### config.mk
export PLATFORM = sky130hd
export DESIGN_NAME = hazard_ctrl_sb
export DESIGN_NICKNAME = d
export VERILOG_FILES = /design/src/rtl/hazard_pkg.sv /design/src/rtl/hazard_scoreboard.sv /design/src/rtl/hazard_ctrl_sb.sv
export SDC_FILE = /design/constraint.sdc
export NUM_CORES = 1
export LEC_CHECK = 0
export ABC_AREA = 1
export BUFFER_PORTS_ARGS = -buffer_cell sky130_fd_sc_hd__buf_4
export CORE_UTILIZATION = 46
export CTS_CLUSTER_SIZE = 14
export DETAILED_ROUTE_END_ITERATION = 16
export PLACE_DENSITY = 0.79
export SYNTH_ARGS = -nofsm -noshare
export SYNTH_HDL_FRONTEND = slang
export SYNTH_SLANG_ARGS = --single-unit
### constraint.sdc
create_clock -name clk -period 2.6 [get_ports clk]
set_input_delay 0.52 -clock clk [delete_from_list [all_inputs] [get_ports clk]]
set_output_delay 0.52 -clock clk [all_outputs]
set_load 0.01 [all_outputs]
### src/rtl/hazard_pkg.sv
// Shared types for the hazard controller: forwarding selects, result-source encoding, counter width.
package hazard_pkg;

  typedef enum logic [1:0] {
    EXECUTE_RD        = 2'b00,
    WRITE_BACK_RESULT = 2'b01,
    MEMORY_ALU_RESULT = 2'b10
  } hazard_forward_a_t;

  // Operand B uses the same encoding as operand A.
  typedef hazard_forward_a_t hazard_forward_b_t;

  localparam logic [1:0] RESULT_SRC_MEM = 2'b01;

  // In-flight long-op counter width; enough for MAX_LONG_OPS up to 15.
  localparam int CNT_W = 4;

endpackage

### src/rtl/hazard_scoreboard.sv
// Per-register pending tracker and outstanding-count for variable-latency long ops.
module hazard_scoreboard
  import hazard_pkg::*;
#(
  parameter int REG_ADDR_W   = 5,
  parameter int MAX_LONG_OPS = 2
) (
  input  logic                  clk,
  input  logic                  reset,
  input  logic [REG_ADDR_W-1:0] Rs1D,
  input  logic [REG_ADDR_W-1:0] Rs2D,
  input  logic                  LongOpE,
  input  logic                  cntInc,
  input  logic                  setEn,
  input  logic [REG_ADDR_W-1:0] RdE,
  input  logic                  LongDoneValid,
  input  logic [REG_ADDR_W-1:0] LongDoneRd,
  output logic                  pendRs1,
  output logic                  pendRs2,
  output logic                  full
);

  localparam int NREG = 1 << REG_ADDR_W;
  localparam logic [CNT_W-1:0] MAXC = CNT_W'(MAX_LONG_OPS);

  logic [NREG-1:0]  pending, pendingNxt;
  logic [CNT_W-1:0] count, countNxt;

  assign pendRs1 = pending[Rs1D];
  assign pendRs2 = pending[Rs2D];
  // A returning result frees a slot in the same cycle, so it cancels the full condition.
  assign full    = LongOpE && (count == MAXC) && !LongDoneValid;

  // Next pending vector and count: clear before set so a same-cycle set wins; x0 never pends.
  always_comb begin
    pendingNxt = pending;
    if (LongDoneValid) pendingNxt[LongDoneRd] = 1'b0;
    if (setEn)         pendingNxt[RdE]        = 1'b1;
    pendingNxt[0] = 1'b0;

    countNxt = count;
    if (cntInc && !LongDoneValid && count != MAXC)
      countNxt = count + 1'b1;
    else if (!cntInc && LongDoneValid && count != '0)
      countNxt = count - 1'b1;
  end

  // Tracking state; reset discards every outstanding op.
  always_ff @(posedge clk) begin
    if (reset) begin
      pending <= '0;
      count   <= '0;
    end else begin
      pending <= pendingNxt;
      count   <= countNxt;
    end
  end

`ifndef SYNTHESIS
  // A result returning with nothing outstanding indicates a broken long unit.
  always_ff @(posedge clk) begin
    if (!reset && LongDoneValid)
      assert (count != '0) else $error("hazard_scoreboard: LongDoneValid with no long op outstanding");
  end
`endif

endmodule

### src/rtl/hazard_ctrl_sb.sv
// Pipeline hazard controller with long-op scoreboard and memory-wait freeze.
// Optional macro HAZARD_PERF_CNT_EN adds StallCycles/FlushEvents performance counters.
module hazard_ctrl_sb
  import hazard_pkg::*;
#(
  parameter int REG_ADDR_W   = 5,
  parameter int MAX_LONG_OPS = 2,
  parameter int PERF_CNT_W   = 32
) (
  input  logic                  clk,
  input  logic                  reset,
  input  logic [REG_ADDR_W-1:0] Rs1D,
  input  logic [REG_ADDR_W-1:0] Rs2D,
  input  logic [REG_ADDR_W-1:0] Rs1E,
  input  logic [REG_ADDR_W-1:0] Rs2E,
  input  logic [REG_ADDR_W-1:0] RdE,
  input  logic [REG_ADDR_W-1:0] RdM,
  input  logic [REG_ADDR_W-1:0] RdW,
  input  logic                  RegWriteE,
  input  logic                  RegWriteM,
  input  logic                  RegWriteW,
  input  logic [1:0]            ResultSrcE,
  input  logic                  PCSrcE,
  input  logic                  LongOpE,
  input  logic                  LongDoneValid,
  input  logic [REG_ADDR_W-1:0] LongDoneRd,
  input  logic                  MemReadyM,
  output hazard_forward_a_t     ForwardAE,
  output hazard_forward_b_t     ForwardBE,
  output logic                  StallF,
  output logic                  StallD,
  output logic                  StallE,
  output logic                  StallM,
  output logic                  FlushD,
  output logic                  FlushE,
  output logic                  FlushM,
  output logic                  FlushW
`ifdef HAZARD_PERF_CNT_EN
  ,
  output logic [PERF_CNT_W-1:0] StallCycles,
  output logic [PERF_CNT_W-1:0] FlushEvents
`endif
);

  if (MAX_LONG_OPS < 1 || MAX_LONG_OPS > 15 || PERF_CNT_W < 1) begin : g_param_check
    $error("hazard_ctrl_sb: parameter out of range");
  end

  logic lu, sb, pendRs1, pendRs2, full, issue, cntInc;

  function automatic hazard_forward_a_t fwdSel(
    input logic [REG_ADDR_W-1:0] rs,
    input logic [REG_ADDR_W-1:0] rdM,
    input logic                  wrM,
    input logic [REG_ADDR_W-1:0] rdW,
    input logic                  wrW
  );
    if (rs != '0 && rs == rdM && wrM)      return MEMORY_ALU_RESULT;
    else if (rs != '0 && rs == rdW && wrW) return WRITE_BACK_RESULT;
    else                                   return EXECUTE_RD;
  endfunction

  assign ForwardAE = reset ? EXECUTE_RD : fwdSel(Rs1E, RdM, RegWriteM, RdW, RegWriteW);
  assign ForwardBE = reset ? EXECUTE_RD : fwdSel(Rs2E, RdM, RegWriteM, RdW, RegWriteW);

  assign lu = (ResultSrcE == RESULT_SRC_MEM) && RegWriteE && (RdE != '0) &&
              ((Rs1D == RdE) || (Rs2D == RdE));
  assign sb = pendRs1 || pendRs2;

  // A long op is accepted only when E advances; x0 destinations count but never pend.
  assign cntInc = LongOpE && !StallE;
  assign issue  = cntInc && (RdE != '0);

  hazard_scoreboard #(
    .REG_ADDR_W  (REG_ADDR_W),
    .MAX_LONG_OPS(MAX_LONG_OPS)
  ) u_sb (
    .clk          (clk),
    .reset        (reset),
    .Rs1D         (Rs1D),
    .Rs2D         (Rs2D),
    .LongOpE      (LongOpE),
    .cntInc       (cntInc),
    .setEn        (issue),
    .RdE          (RdE),
    .LongDoneValid(LongDoneValid),
    .LongDoneRd   (LongDoneRd),
    .pendRs1      (pendRs1),
    .pendRs2      (pendRs2),
    .full         (full)
  );

  // Prioritised stall/flush: memory wait freezes everything, then long-op overflow, branch, data hazards.
  always_comb begin
    StallF = 1'b0; StallD = 1'b0; StallE = 1'b0; StallM = 1'b0;
    FlushD = 1'b0; FlushE = 1'b0; FlushM = 1'b0; FlushW = 1'b0;
    if (reset) begin
      FlushD = 1'b1; FlushE = 1'b1; FlushM = 1'b1; FlushW = 1'b1;
    end else if (!MemReadyM) begin
      StallF = 1'b1; StallD = 1'b1; StallE = 1'b1; StallM = 1'b1;
      FlushW = 1'b1;
    end else if (full) begin
      StallF = 1'b1; StallD = 1'b1; StallE = 1'b1;
      FlushM = 1'b1;
    end else if (PCSrcE) begin
      // Decode holds a wrong-path instruction, so its hazards are irrelevant.
      FlushD = 1'b1; FlushE = 1'b1;
    end else if (lu || sb) begin
      StallF = 1'b1; StallD = 1'b1;
      FlushE = 1'b1;
    end
  end

`ifdef HAZARD_PERF_CNT_EN
  logic flushTaken;
  assign flushTaken = !reset && MemReadyM && !full && PCSrcE;

  // Free-running stall-cycle and branch-flush counters, wrapping naturally.
  always_ff @(posedge clk) begin
    if (reset) begin
      StallCycles <= '0;
      FlushEvents <= '0;
    end else begin
      if (StallD)     StallCycles <= StallCycles + 1'b1;
      if (flushTaken) FlushEvents <= FlushEvents + 1'b1;
    end
  end
`endif

endmodule

# Word level (Yosys, flattened, before mapping)
# Index checks and enable logic that the tools add are counted.
# totals
regBits	36
in_bits	51
wordCells	94
out_inout_bits	12
# classes
addsub	2
n_eq_ne	9
n_mux	39
n_reduce_logical	32
bitwise_logic	3
n_lt_le_gt_ge	6
# ops
cell	count
$mux W32	2
$and A32 B32 Y32	1
$not A32 Y32	1
$or A32 B32 Y32	1
$eq A5 B5 Y1	6
$mux W1	27
$lt A5 B6 Y1 const B	4
$logic_and A1 B1 Y1	21
$reduce_bool A5 Y1	3
$bmux W1 S5	2
$demux W1 S5	2
$ge A5 B1 Y1 const B	2
$mux W2	4
$mux W4	2
$add A4 B1 Y4 const B	1
$eq A4 B2 Y1 const B	1
$ne A4 B2 Y1 const B	1
$reduce_bool A4 Y1	1
$sub A4 B1 Y4 const B	1
$logic_not A1 Y1	3
$logic_or A1 B1 Y1	3
$eq A2 B1 Y1 const B	1
$reduce_bool A2 Y1	1

# Logic depth before layout (Yosys ltp)
# logic_depth
word_depth	13
mapped_depth	13
ltp_nobuf	11

# Cells and area by module
# Synthesis repeated with hierarchy kept, for this count alone.
# hier_totals
hier_cells	489
hier_area_um2	2886.5
# modules_own_cells
module	cells_each	area_each_um2	seq_area_each_um2	n_inst
hazard_scoreboard	356	2244.7	700.7	1
hazard_ctrl_sb	133	641.9	0.0	1

# Worst setup path after synthesis
# Ideal clock, no wire load.
# synth_timing
path_kind	input -> output
startpoint	in Rs2D[0]
endpoint	out StallF
t_required_ps	2080
arrival_time_ps	1632
path_buffers	3
setup_slack_ps	448
path_stages	13
cell_sequence	buf_4 -> inv_2 -> buf_4 -> nand2_1 -> nand3_1 -> nand3_1 -> nand3_1 -> nand3_1 -> nand2_1 -> nand3_1 -> nand2_1 -> nand2_1 -> buf_4
# synth_via
elab_chain_len	9
word_cells_on_any_way	12
cone_classes	eq/ne (1); mux (7); reduce/logical (4)
# synth_rtl
item	line	source
start: declaration	hazard_ctrl_sb.sv:13	input logic [REG_ADDR_W-1:0] Rs2D,
$bmux W1 S5 or $eq A5 B5 Y1 (tied branches)	hazard_scoreboard.sv:30, hazard_ctrl_sb.sv:67	
$mux W1 (not written as such) or $logic_or A1 B1 Y1 (tied branches)	hazard_scoreboard.sv:30, hazard_ctrl_sb.sv:67	
$logic_or A1 B1 Y1 or $logic_and A1 B1 Y1 (tied branches)	hazard_ctrl_sb.sv:68, hazard_ctrl_sb.sv:66	
$logic_or A1 B1 Y1 *	hazard_ctrl_sb.sv:108	end else if (lu || sb) begin
$mux W1 * (5 in a row)	-	
end: declaration	hazard_ctrl_sb.sv:30	output logic StallF,
# Every way passes the cells marked *; elsewhere a longest branch is shown, timed or not. The select of a mux whose other input is x is not followed.

# Worst setup path after layout
# layout_timing
startpoint	in Rs1D[0]
endpoint	out StallF
# layout_via
elab_chain_len	9
word_cells_on_any_way	12
cone_classes	eq/ne (1); mux (7); reduce/logical (4)
# layout_rtl
item	line	source
start: declaration	hazard_ctrl_sb.sv:12	input logic [REG_ADDR_W-1:0] Rs1D,
$bmux W1 S5 or $eq A5 B5 Y1 (tied branches)	hazard_scoreboard.sv:29, hazard_ctrl_sb.sv:67	
$mux W1 (not written as such) or $logic_or A1 B1 Y1 (tied branches)	hazard_scoreboard.sv:29, hazard_ctrl_sb.sv:67	
$logic_or A1 B1 Y1 or $logic_and A1 B1 Y1 (tied branches)	hazard_ctrl_sb.sv:68, hazard_ctrl_sb.sv:66	
$logic_or A1 B1 Y1 *	hazard_ctrl_sb.sv:108	
$mux W1 *	hazard_ctrl_sb.sv:108	
$mux W1 *	hazard_ctrl_sb.sv:105	end else if (PCSrcE) begin
$mux W1 *	hazard_ctrl_sb.sv:102	end else if (full) begin
$mux W1 *	hazard_ctrl_sb.sv:99	end else if (!MemReadyM) begin
$mux W1 *	hazard_ctrl_sb.sv:97	if (reset) begin
# Marks and branches as above.

==> out/results.tsv <==
stage	metric	value	unit
status	outcome	completed	
pwr	Max rail drop VDD	0.284	mV
cts	CTS Sinks	35	
global_route	largest net degree at the start of global routing	37	
sta	Worst Clk Skew	0.0107	ns
routing	drt total wl	8900	um
layout	NumNets Final	581	
global_route	number of global-route vias before repair	2850	
sta	Tmin final	2.46	ns
routing	ANT nets after route	0	
layout	Area growth syn-to-layout	21.1	%
synth	Cell variety after synth	32	
synth	Synth top area share	24.6	%
sta	measured slew at the worst slew-check pin	0.564	ns
global_route	first-pass GRT wire length	13700	um
cts	setup repair bufs after CTS	0	
cts	# H-tree levels	2	
synth	Post-synth top flop	dfxtp_1	
sta	Hold Worst Slack	0.477	ns
sta	Setup Viol. Count Final	0	
layout	Antenna diodes	0	
global_route	all-layer global routing usage	28.1	%
hold_path	Hold Path Class	flip-flop to flip-flop	
die	Initial Util	47.8	%
global_route	initial antenna violation count	0	
synth	register bit total from synthesis	35	
synth	largest area contributor in the netlist	dfxtp_1	
cts	root buffer cell	clkbuf_8	
die	die area	6510	um2
sta	slew margin rel.	62.1	%
layout	share of layout cells above drive strength 1	17.6	%
pwr	Total Power	1510	uW
die	I/O pin total	63	
setup_path	critical path class	input pin to output port	
sta	fin. max-slew vios	0	
pwr	pwr dens	438	nW/um2
cts	post-CTS sizing	0	
global_route	met3 Track Usage GR	6.02	%
cts	TritonCTS clock tree	built	
die	Die Span Y	80.7	um
global_route	total global routing overflow	0	
synth	Mapped Nets	524	
routing	drt initial violations	465	
die	cell row count	28	
cts	hold_buf cts	0	
routing	via/cell ratio	5.64	
synth	Async SR Flop Fraction	0	%
place	Detail Placement HPWL	6690	um
sta	fmax	0.406	GHz
place	Buffers on Ports	62	
setup_path	Critical Path Fanout Max	21	
synth	Ys Warns	0	
cts	Num CTS Buffers	5	
global_route	M2 GR Usage	43.6	%
synth	EDFF count, synth	0	
synth	largest cells by area after synthesis	dfxtp_1 (25%), nand2_1 (16%), nand3_1 (14%)	
routing	DR WL/cell	14.8	um
routing	via count	3398	
cts	CTS max path bufs	2	
cts	Worst-Skew Late Latency	0.29	ns
synth	syn avg cell area	6.06	um2
die	total core area	5960	um2
synth	Netlist Area Pre-Place	2850	um2
pwr	Lkg Pwr	0.00156	uW
global_route	GRT met1 Usage	38.9	%
die	Die Wd	80.7	um
setup_path	critical path data required time	2.08	ns
global_route	gr busiest metal	met2	
synth	Mapped Cells	470	
setup_path	Setup crit end kind	output port	
synth	post-synthesis sequential area ratio	24.6	%
run	Max Cap Viol	0	
place	GP Congestion	1.06	
sta	Final period util	94.7	%
sta	final hold vios	0	
routing	drc violations	0	
setup_path	WP data arrival	1.94	ns
routing	Initial DRT Pass Iterations	6	
layout	Final Cell Area	3450	um2
setup_path	critical path startpoint category	input pin	
cts	Clock transition at path regs	0.07	ns
place	placed cell areas	3340	um2
metal layers:
layer | wire [um] | vias to the layer above
met5 | 0 | -
met2 | 4030 | 216
met4 | 126 | 0
met3 | 972 | 17
li1 | - | 1656
met1 | 3780 | 1509
per-stage QoR:
stage	cells	utilization (%)	setup slack [ns]	setup TNS, ns
2_1_floorplan	470	-	0.448	0
3_3_place_gp	594	56.0	0.140	0
3_5_place_dp	594	56.0	0.127	0
4_1_cts	601	57.8	0.120	0
5_1_grt	602	57.9	-0.0338	-0.0802
6_report	602	57.9	0.139	0
critical path, stage by stage:
cell,delay [ns]
buf_4,0.25
clkinvlp_4,0.24
nand2_1,0.11
nand3_1,0.06
nand3_1,0.09
nand3_1,0.09
nand3_1,0.09
nand2_1,0.06
nand3_1,0.13
nand2_1,0.07
nand2_1,0.08
buf_4,0.12
cell usage after synthesis, types with 2 or more instances:
library cell and n:
buf_4 6, nand2_1 123, nand3_1 82, a21oi_1 41
buf_2 6, o211ai_1 2, nand2_4 2, o22ai_1 2
xor2_1 14, dfxtp_1 35, o21ai_0 34, inv_2 4
clkbuf_1 3, inv_1 58, nor2_1 17, nor3_1 12
ha_1 2, nand4_1 3, nor3_4 4, nand2_2 2
or2_2 3, nand3_2 2, xnor2_1 4
cell usage in the layout, fill, tap and decap left out, drive strengths merged, types with 3 or more instances in the layout:
master and n:
a21oi 41, buf 64, clkbuf 6, dfxtp 35, inv 62, nand2 127, nand3 85, nand4 3
nor2 18, nor3 17, o21ai 34, or2 3, xnor2 4, xor2 14
power by group:
part / leakage, uW / internal (uW) / switching, uW
clock network: 0.0000513 / 281 / 194
logic: 0.00123 / 188 / 272
registers: 0.000283 / 556 / 22.6
worst paths after layout:
kind | start | to | slack [ns] | cells past startpoint
hold / removal | u_sb.pending[5] | u_sb.pending[5] | 0.48 | 2
setup reg to reg | u_sb.count[0] | u_sb.count[3] | 0.58 | 11
setup / recovery | Rs1D[0] | StallF | 0.14 | 12
hold reg to reg | u_sb.pending[5] | u_sb.pending[5] | 0.48 | 2
area by class of cell:
cell class	count	area [um2]
Timing Repair inverter	1	7.51
Tap cell	75	93.8
Multi-Input combinational cell	357	1820
Timing Repair Buffer	64	480
Sequential cell	35	701
Clock inverter	1	30.0
Inverter	63	243
Fill cell	594	2500
Clock buffer	6	72.6
flip-flops by register name, indices dropped and copies added, names as in the netlist:
register / count
u_sb.count: 4
u_sb.pending: 31
cell families (layout without fill, tap and decap cells):
family                   after synthesis  in the layout  share of synthesized area [%]
AND/OR/NAND/NOR                      255            255                           42.2
AO/OA/AOI/OAI                         81             81                           14.7
buffers and inverters                 78            135                           11.4
flip-flops                            35             35                           24.6
XOR/XNOR                              18             18                           5.53
adder cells (fa/ha/maj)                3              3                           1.58
Note: power is estimated with default switching activity, not from simulation.
